--- src/rtl/uart_wb_top_pkg.sv ---
// Shared constants and state types for the UART-to-Wishbone bridge.
package uart_wb_top_pkg;
  localparam logic CMD_READ  = 1'b0;
  localparam logic CMD_WRITE = 1'b1;

  localparam logic [7:0] STAT_OK      = 8'h01;
  localparam logic [7:0] STAT_TIMEOUT = 8'hEE;

  typedef enum logic [2:0] {RX_CMD, RX_ADDR, RX_DATA, BUS, TX_RESP} state_e;
  typedef enum logic [1:0] {URX_IDLE, URX_START, URX_DATA, URX_STOP} urx_state_e;
endpackage

--- src/rtl/uart_wb_top_uartrx.sv ---
// 8N1 UART receiver: synchronises rx, samples mid-bit, drops bytes with a bad stop bit.
module uartrx
  import uart_wb_top_pkg::*;
#(
  parameter int BAUD_PER = 868
) (
  input  logic       clk,
  input  logic       nrst,
  input  logic       en,
  input  logic       rx,
  output logic [7:0] dout,
  output logic       valid
);
  localparam int CW = $clog2(BAUD_PER);
  localparam logic [CW-1:0] LAST = CW'(BAUD_PER - 1);
  localparam logic [CW-1:0] HALF = CW'(BAUD_PER / 2 - 1);

  urx_state_e     state_q, state_d;
  logic [CW-1:0]  cnt_q, cnt_d;
  logic [2:0]     bit_q, bit_d;
  logic [7:0]     sh_q, sh_d;
  logic [7:0]     dout_q, dout_d;
  logic           valid_q, valid_d;
  logic           sync1_q, sync2_q, prev_q;

  always_ff @(posedge clk or negedge nrst) begin
    if (!nrst) begin
      sync1_q <= 1'b1;
      sync2_q <= 1'b1;
      prev_q  <= 1'b1;
    end else begin
      sync1_q <= rx;
      sync2_q <= sync1_q;
      prev_q  <= sync2_q;
    end
  end

  always_ff @(posedge clk or negedge nrst) begin
    if (!nrst) begin
      state_q <= URX_IDLE;
      cnt_q   <= '0;
      bit_q   <= '0;
      sh_q    <= '0;
      dout_q  <= '0;
      valid_q <= 1'b0;
    end else begin
      state_q <= state_d;
      cnt_q   <= cnt_d;
      bit_q   <= bit_d;
      sh_q    <= sh_d;
      dout_q  <= dout_d;
      valid_q <= valid_d;
    end
  end

  // Sample points sit BAUD_PER/2 after the detected edge, then every BAUD_PER.
  always_comb begin
    state_d = state_q;
    cnt_d   = cnt_q;
    bit_d   = bit_q;
    sh_d    = sh_q;
    dout_d  = dout_q;
    valid_d = 1'b0;
    case (state_q)
      URX_IDLE: begin
        cnt_d = '0;
        if (prev_q && !sync2_q) state_d = URX_START;
      end
      URX_START: begin
        if (cnt_q == HALF) begin
          cnt_d   = '0;
          bit_d   = '0;
          state_d = sync2_q ? URX_IDLE : URX_DATA;
        end else begin
          cnt_d = cnt_q + 1'b1;
        end
      end
      URX_DATA: begin
        if (cnt_q == LAST) begin
          cnt_d = '0;
          sh_d  = {sync2_q, sh_q[7:1]};
          bit_d = bit_q + 1'b1;
          if (bit_q == 3'd7) state_d = URX_STOP;
        end else begin
          cnt_d = cnt_q + 1'b1;
        end
      end
      URX_STOP: begin
        if (cnt_q == LAST) begin
          cnt_d   = '0;
          state_d = URX_IDLE;
          if (sync2_q) begin
            dout_d  = sh_q;
            valid_d = 1'b1;
          end
        end else begin
          cnt_d = cnt_q + 1'b1;
        end
      end
      default: state_d = URX_IDLE;
    endcase
    if (!en) state_d = URX_IDLE;
  end

  assign dout  = dout_q;
  assign valid = valid_q;
endmodule

--- src/rtl/uart_wb_top_uarttx.sv ---
// 8N1 UART transmitter: latches a byte when ready, shifts start/data/stop out.
module uarttx #(
  parameter int BAUD_PER = 868
) (
  input  logic       clk,
  input  logic       nrst,
  input  logic       en,
  input  logic [7:0] din,
  output logic       tx,
  output logic       ready
);
  localparam int CW = $clog2(BAUD_PER);
  localparam logic [CW-1:0] LAST = CW'(BAUD_PER - 1);

  logic          ready_q, ready_d;
  logic          tx_q, tx_d;
  logic [8:0]    sh_q, sh_d;
  logic [3:0]    bit_q, bit_d;
  logic [CW-1:0] cnt_q, cnt_d;

  always_ff @(posedge clk or negedge nrst) begin
    if (!nrst) begin
      ready_q <= 1'b1;
      tx_q    <= 1'b1;
      sh_q    <= '1;
      bit_q   <= '0;
      cnt_q   <= '0;
    end else begin
      ready_q <= ready_d;
      tx_q    <= tx_d;
      sh_q    <= sh_d;
      bit_q   <= bit_d;
      cnt_q   <= cnt_d;
    end
  end

  // sh_q holds the bits still to go; the stop bit is the top 1 shifted in.
  always_comb begin
    ready_d = ready_q;
    tx_d    = tx_q;
    sh_d    = sh_q;
    bit_d   = bit_q;
    cnt_d   = cnt_q;
    if (ready_q) begin
      if (en) begin
        ready_d = 1'b0;
        tx_d    = 1'b0;
        sh_d    = {1'b1, din};
        bit_d   = '0;
        cnt_d   = '0;
      end
    end else if (cnt_q == LAST) begin
      cnt_d = '0;
      if (bit_q == 4'd9) begin
        ready_d = 1'b1;
      end else begin
        tx_d  = sh_q[0];
        sh_d  = {1'b1, sh_q[8:1]};
        bit_d = bit_q + 1'b1;
      end
    end else begin
      cnt_d = cnt_q + 1'b1;
    end
  end

  assign tx    = tx_q;
  assign ready = ready_q;
endmodule

--- src/rtl/uart_wb_top.sv ---
// UART-to-Wishbone bridge: 9-byte command frames become single classic bus
// cycles, answered with a status byte plus read data.
module uart_wb_top
  import uart_wb_top_pkg::*;
#(
  parameter int BAUD_PER   = 868,
  parameter int WB_TIMEOUT = 1024
) (
  input  logic        clk_i,
  input  logic        nrst_i,
  input  logic        uart_rx,
  output logic        uart_tx,
  output logic        m_wb_clk_o,
  output logic [31:0] m_wb_addr_o,
  output logic [31:0] m_wb_data_o,
  input  logic [31:0] m_wb_data_i,
  output logic        m_wb_we_o,
  output logic        m_wb_cyc_o,
  output logic        m_wb_stb_o,
  input  logic        m_wb_ack_i
);
  localparam int TW = $clog2(WB_TIMEOUT + 1);
  localparam logic [TW-1:0] TLAST = TW'(WB_TIMEOUT - 1);

  state_e        state_q, state_d;
  logic [1:0]    cnt_q, cnt_d;
  logic          we_q, we_d;
  logic [31:0]   addr_q, addr_d;
  logic [31:0]   wdata_q, wdata_d;
  logic [31:0]   rdata_q, rdata_d;
  logic [7:0]    stat_q, stat_d;
  logic          cyc_q, cyc_d;
  logic [TW-1:0] timer_q, timer_d;
  logic [2:0]    resp_q, resp_d;

  logic       rx_en, rx_valid, tx_en, tx_ready;
  logic [7:0] rx_dout, tx_din;
  logic [2:0] resp_last;

  // Receiving is only enabled while a frame is being collected.
  assign rx_en = (state_q == RX_CMD) || (state_q == RX_ADDR) || (state_q == RX_DATA);

  uartrx #(.BAUD_PER(BAUD_PER)) u_rx (
    .clk(clk_i), .nrst(nrst_i), .en(rx_en), .rx(uart_rx),
    .dout(rx_dout), .valid(rx_valid)
  );

  uarttx #(.BAUD_PER(BAUD_PER)) u_tx (
    .clk(clk_i), .nrst(nrst_i), .en(tx_en), .din(tx_din),
    .tx(uart_tx), .ready(tx_ready)
  );

  assign resp_last = (we_q == CMD_READ) ? 3'd4 : 3'd0;
  assign tx_en     = (state_q == TX_RESP) && tx_ready && (resp_q <= resp_last);

  always_comb begin
    case (resp_q)
      3'd0:    tx_din = stat_q;
      3'd1:    tx_din = rdata_q[31:24];
      3'd2:    tx_din = rdata_q[23:16];
      3'd3:    tx_din = rdata_q[15:8];
      default: tx_din = rdata_q[7:0];
    endcase
  end

  always_ff @(posedge clk_i or negedge nrst_i) begin
    if (!nrst_i) begin
      state_q <= RX_CMD;
      cnt_q   <= '0;
      we_q    <= 1'b0;
      addr_q  <= '0;
      wdata_q <= '0;
      rdata_q <= '0;
      stat_q  <= '0;
      cyc_q   <= 1'b0;
      timer_q <= '0;
      resp_q  <= '0;
    end else begin
      state_q <= state_d;
      cnt_q   <= cnt_d;
      we_q    <= we_d;
      addr_q  <= addr_d;
      wdata_q <= wdata_d;
      rdata_q <= rdata_d;
      stat_q  <= stat_d;
      cyc_q   <= cyc_d;
      timer_q <= timer_d;
      resp_q  <= resp_d;
    end
  end

  always_comb begin
    state_d = state_q;
    cnt_d   = cnt_q;
    we_d    = we_q;
    addr_d  = addr_q;
    wdata_d = wdata_q;
    rdata_d = rdata_q;
    stat_d  = stat_q;
    cyc_d   = cyc_q;
    timer_d = timer_q;
    resp_d  = resp_q;
    case (state_q)
      RX_CMD: begin
        if (rx_valid) begin
          we_d    = (rx_dout[0] == CMD_WRITE);
          cnt_d   = '0;
          state_d = RX_ADDR;
        end
      end
      RX_ADDR: begin
        if (rx_valid) begin
          addr_d = {addr_q[23:0], rx_dout};
          cnt_d  = cnt_q + 1'b1;
          if (cnt_q == 2'd3) state_d = RX_DATA;
        end
      end
      RX_DATA: begin
        if (rx_valid) begin
          wdata_d = {wdata_q[23:0], rx_dout};
          cnt_d   = cnt_q + 1'b1;
          if (cnt_q == 2'd3) begin
            state_d = BUS;
            cyc_d   = 1'b1;
            timer_d = '0;
          end
        end
      end
      BUS: begin
        if (m_wb_ack_i) begin
          cyc_d   = 1'b0;
          stat_d  = STAT_OK;
          rdata_d = we_q ? 32'h0 : m_wb_data_i;
          resp_d  = '0;
          state_d = TX_RESP;
        end else if (timer_q == TLAST) begin
          cyc_d   = 1'b0;
          stat_d  = STAT_TIMEOUT;
          rdata_d = 32'h0;
          resp_d  = '0;
          state_d = TX_RESP;
        end else begin
          timer_d = timer_q + 1'b1;
        end
      end
      TX_RESP: begin
        // Stay until the last byte has left the transmitter completely.
        if (tx_en) begin
          resp_d = resp_q + 1'b1;
        end else if (resp_q > resp_last && tx_ready) begin
          state_d = RX_CMD;
        end
      end
      default: state_d = RX_CMD;
    endcase
  end

  assign m_wb_clk_o  = clk_i;
  assign m_wb_addr_o = addr_q;
  assign m_wb_data_o = wdata_q;
  assign m_wb_we_o   = cyc_q & we_q;
  assign m_wb_cyc_o  = cyc_q;
  assign m_wb_stb_o  = cyc_q;
endmodule

--- config.mk ---
export PLATFORM = sky130hd
export DESIGN_NAME = uart_wb_top
export DESIGN_NICKNAME = d
export VERILOG_FILES = /design/src/rtl/uart_wb_top_pkg.sv /design/src/rtl/uart_wb_top_uartrx.sv /design/src/rtl/uart_wb_top_uarttx.sv /design/src/rtl/uart_wb_top.sv
export SDC_FILE = /design/constraint.sdc
export NUM_CORES = 1
export LEC_CHECK = 0
export CAP_MARGIN = 25
export CORE_MARGIN = 2
export CORE_UTILIZATION = 25
export CTS_BUF_LIST = sky130_fd_sc_hd__clkbuf_16
export CTS_CLUSTER_DIAMETER = 30
export DETAILED_ROUTE_END_ITERATION = 10
export PLACE_DENSITY = 0.39
export SYNTH_ARGS = -nofsm -noshare
export SYNTH_HDL_FRONTEND = slang
export SYNTH_SLANG_ARGS = --single-unit
--- constraint.sdc ---
create_clock -name clk_i -period 4.03 [get_ports clk_i]
set_input_delay 1.0075 -clock clk_i [delete_from_list [all_inputs] [get_ports clk_i]]
set_output_delay 1.0075 -clock clk_i [all_outputs]
set_load 0.02 [all_outputs]
==> summary.txt, run 1 <==
Route
  – Drt initial violations: 281
  – Residual DRC: 0
  – DRT Pass-1 Iters: 5
  – Via/cell ratio: 4.57
  – Final WL: between 15000 and 20000 microns
  – Routed via count: ~5300
  – Post-route ant nets: 0
  – DR WL/cell: 15.5 microns

Layout
  – Area Overhead vs Synth: 27.0%
  – Filler cells: slightly above 3000
  – # diodes: 0
  – Share of layout cells above drive strength 1: 0.219
  – # nets final: between 700 and 800
  – Design area: ~10000 sq um

Power
  – Maximum vdd drop: 351 uV
  – Tot Pwr: slightly above 4 mW
  – Leak: roughly 4.4 nW
  – Cell Pwr Density: just over 400 nW/um^2

Global routing
  – First-pass GRT wire length: between 20000 and 30000 microns
  – Pin count of the biggest net entering global routing: approximately 80
  – Initial antenna violation count: 0
  – Total GRT Usage: 0.113
  – Aggregate global routing overflow: 0
  – Vias in the first global route: ~5600

STA
  – Clock Skews: ~0.0099 ns
  – Final-report setup violation count: 0
  – Final Slew Violations: 0
  – RSZ-0062 raised after global routing: false
  – Worst-Margin Slew: roughly 0.85 ns
  – Hold Vio Cnt, Final: 0
  – Total Neg Setup Slack: 0 ns
  – Relative slew slack: 0.427

Place
  – Post-DP Area: between 9000 and 10000 sq um
  – Final GP Congestion: around 0.74
  – Port Buffers: 104
  – HPWL after detailed placement: 12500 microns

Critical path
  – Worst Path Arrival: between 2 and 3 ns
  – Crit. End Element: output port
  – Setup CP Type: clock port to output port
  – Startpoint types: clock port
  – WP data required: around 3 ns
  – CP Max Fanout: 2

Job
  – Max Cap Viol: 0

Clock tree
  – Clk slew on worst S/H paths: ~0.070 ns
  – Hold-fix buffers at CTS: 0
  – Post CTS Setup Buffer Count: 0
  – PostCTS Resize Cnt: 0
  – CTS tree: done
  – Skew-Pair Late Insertion Delay: 0.54 ns

Die
  – Die Wd: approximately 180 microns
  – Site row count: 65
  – Io pins: 105
  – Die Area: approximately 33000 sq um
  – Core area: ~31000 sq um
  – Starting density of the core: 0.252
  – Chip height: around 180 microns

Synthesis
  – Predominant post-synthesis flop cell: dfrtp_1
  – Syn_area_per_cell: about 12 sq um
  – Flops & latches, synth: 178
  – Post-Syn Area: around 7900 sq um
  – Mapped Cells: 639
  – Syn Nets: 695
  – Post-synth EDFFs: 0
  – Yosys warns: 0
  – Sequential share of the synthesized area: 0.567
  – Netlist cell types: 64
  – FFs w/ async S/R, synth: 1.00

Min path
  – Worst Hold Class: register to register

Outcome
  – Run status: complete, no violations
-- logic make-up (layout without fill, tap and decap cells) --
logic type / count (synthesis) / count (layout) / share of synthesized area
AO/OA/AOI/OAI: 127 / 127 / 0.113
adder cells (fa/ha/maj): 20 / 20 / 0.0317
flip-flops: 178 / 178 / 0.567
multiplexers: 94 / 94 / 0.135
XOR/XNOR: 13 / 13 / 0.0144
buffers and inverters: 53 / 167 / 0.0322
AND/OR/NAND/NOR: 154 / 154 / 0.107
-- cell usage in the layout, fill, tap and decap left out, drive strengths merged, types with 15 or more instances in the layout --
cell / n
o21ai: 48
nand3: 19
a22o: 35
nand2: 49
a21oi: 15
nor2: 29
inv: 28
clkbuf: 20
clkdlybuf4s50: 103
ha: 20
dfrtp: 165
mux2: 91
-- state kept, by name, summed over array words and instances, names as in the netlist, 2 cells and up --
| name | flops |
|---|---|
| m_wb_addr_o | 32 |
| m_wb_data_o | 32 |
| rdata_q | 32 |
| timer_q | 11 |
| u_rx.cnt_q | 10 |
| u_tx.cnt_q | 10 |
| u_rx.dout | 8 |
| u_rx.sh_q | 8 |
| u_tx.sh_q | 8 |
| u_tx.bit_q | 4 |
| resp_q | 3 |
| state_q | 3 |
| u_rx.bit_q | 3 |
| cnt_q | 2 |
| stat_q | 2 |
| u_rx.state_q | 2 |
-- final cells by class --
class / instances / area (sq um) / area share
Tap cell: 402 / 503 / 0.0502
Sequential cell: 178 / 4470 / 0.446
Clock buffer: 21 / 510 / 0.0509
Timing Repair Buffer: 110 / 1100 / 0.110
Inverter: 21 / 78.8 / 0.00787
Clock inverter: 15 / 189 / 0.0189
Multi-Input combinational cell: 408 / 3170 / 0.316
-- layer usage --
layer,vias up,routed length (microns),global-route usage
met5,-,0,0
li1,2497,-,-
met2,134,8560,0.188
met1,2631,8270,0.145
met3,18,810,0.0275
met4,0,236,0.0354
-- cells in the mapped netlist (4+ instances only) --
cell	number	area, sq um
dfrtp_1	165	4130
mux2_2	88	991
nand2_1	49	184
o21ai_0	41	205
a22o_1	35	307
nor2_1	29	109
inv_1	21	78.8
ha_1	20	250
buf_2	19	95.1
nand3_1	19	95.1
dfstp_2	13	342
a21oi_1	12	60.1
xor2_1	10	87.6
and3_1	7	43.8
nor2b_1	7	43.8
a222oi_1	6	60.1
clkbuf_1	6	22.5
nand4_1	6	37.5
nor3_1	6	30.0
o31ai_1	5	37.5
or3_1	5	31.3
buf_4	4	30.0
o21ai_1	4	20.0
-- power breakdown --
group	switching [mW]	internal, mW
Sequential	0.0358	1.83
Combinational	0.169	0.132
Clock	0.876	0.989
-- worst max-delay path: stages --
cell,delay (ns)
clkbuf_16,0.12
clkbuf_16,0.13
clkdlybuf4s50_1,0.52
-- through the flow --
stage / hold WS, ns / worst slack [ns] / instances / utilization
after floorplan: 0.345 / 0.874 / 639 / -
after global placement: 0.348 / 0.499 / 1120 / 0.298
final: 0.359 / 0.238 / 1155 / 0.320
after detailed placement: 0.351 / 0.499 / 1120 / 0.298
after global routing: 0.368 / 0.220 / 1155 / 0.320
after CTS: 0.363 / 0.230 / 1155 / 0.320
-- final timing paths --
check | startpoint | end | slack [ns] | cells after the start
max in group asynchronous | nrst_i | u_rx.prev_q | 2.62 | 2
hold / removal | u_rx.sync1_q | u_rx.sync2_q | 0.36 | 0
hold reg to reg | u_rx.sync1_q | u_rx.sync2_q | 0.36 | 0
setup reg to reg | state_q[1] | timer_q[9] | 1.62 | 5
min in group asynchronous | nrst_i | m_wb_addr_o[30] | 0.48 | 1
setup / recovery | clk_i | m_wb_clk_o | 0.24 | 3
No activity file was read; power rests on OpenSTA's default activity.
==> inputs of run 2 (changes only) <==
--- a/config.mk
+++ b/config.mk
@@ -5,7 +5,7 @@
 export SDC_FILE = /design/constraint.sdc
 export NUM_CORES = 1
 export LEC_CHECK = 0
-export CAP_MARGIN = 25
+export CAP_MARGIN = 40
 export CORE_MARGIN = 2
 export CORE_UTILIZATION = 25
 export CTS_BUF_LIST = sky130_fd_sc_hd__clkbuf_16
==> results of run 2 <==
Final layout, timing and power as in run 1 (identical DEF).
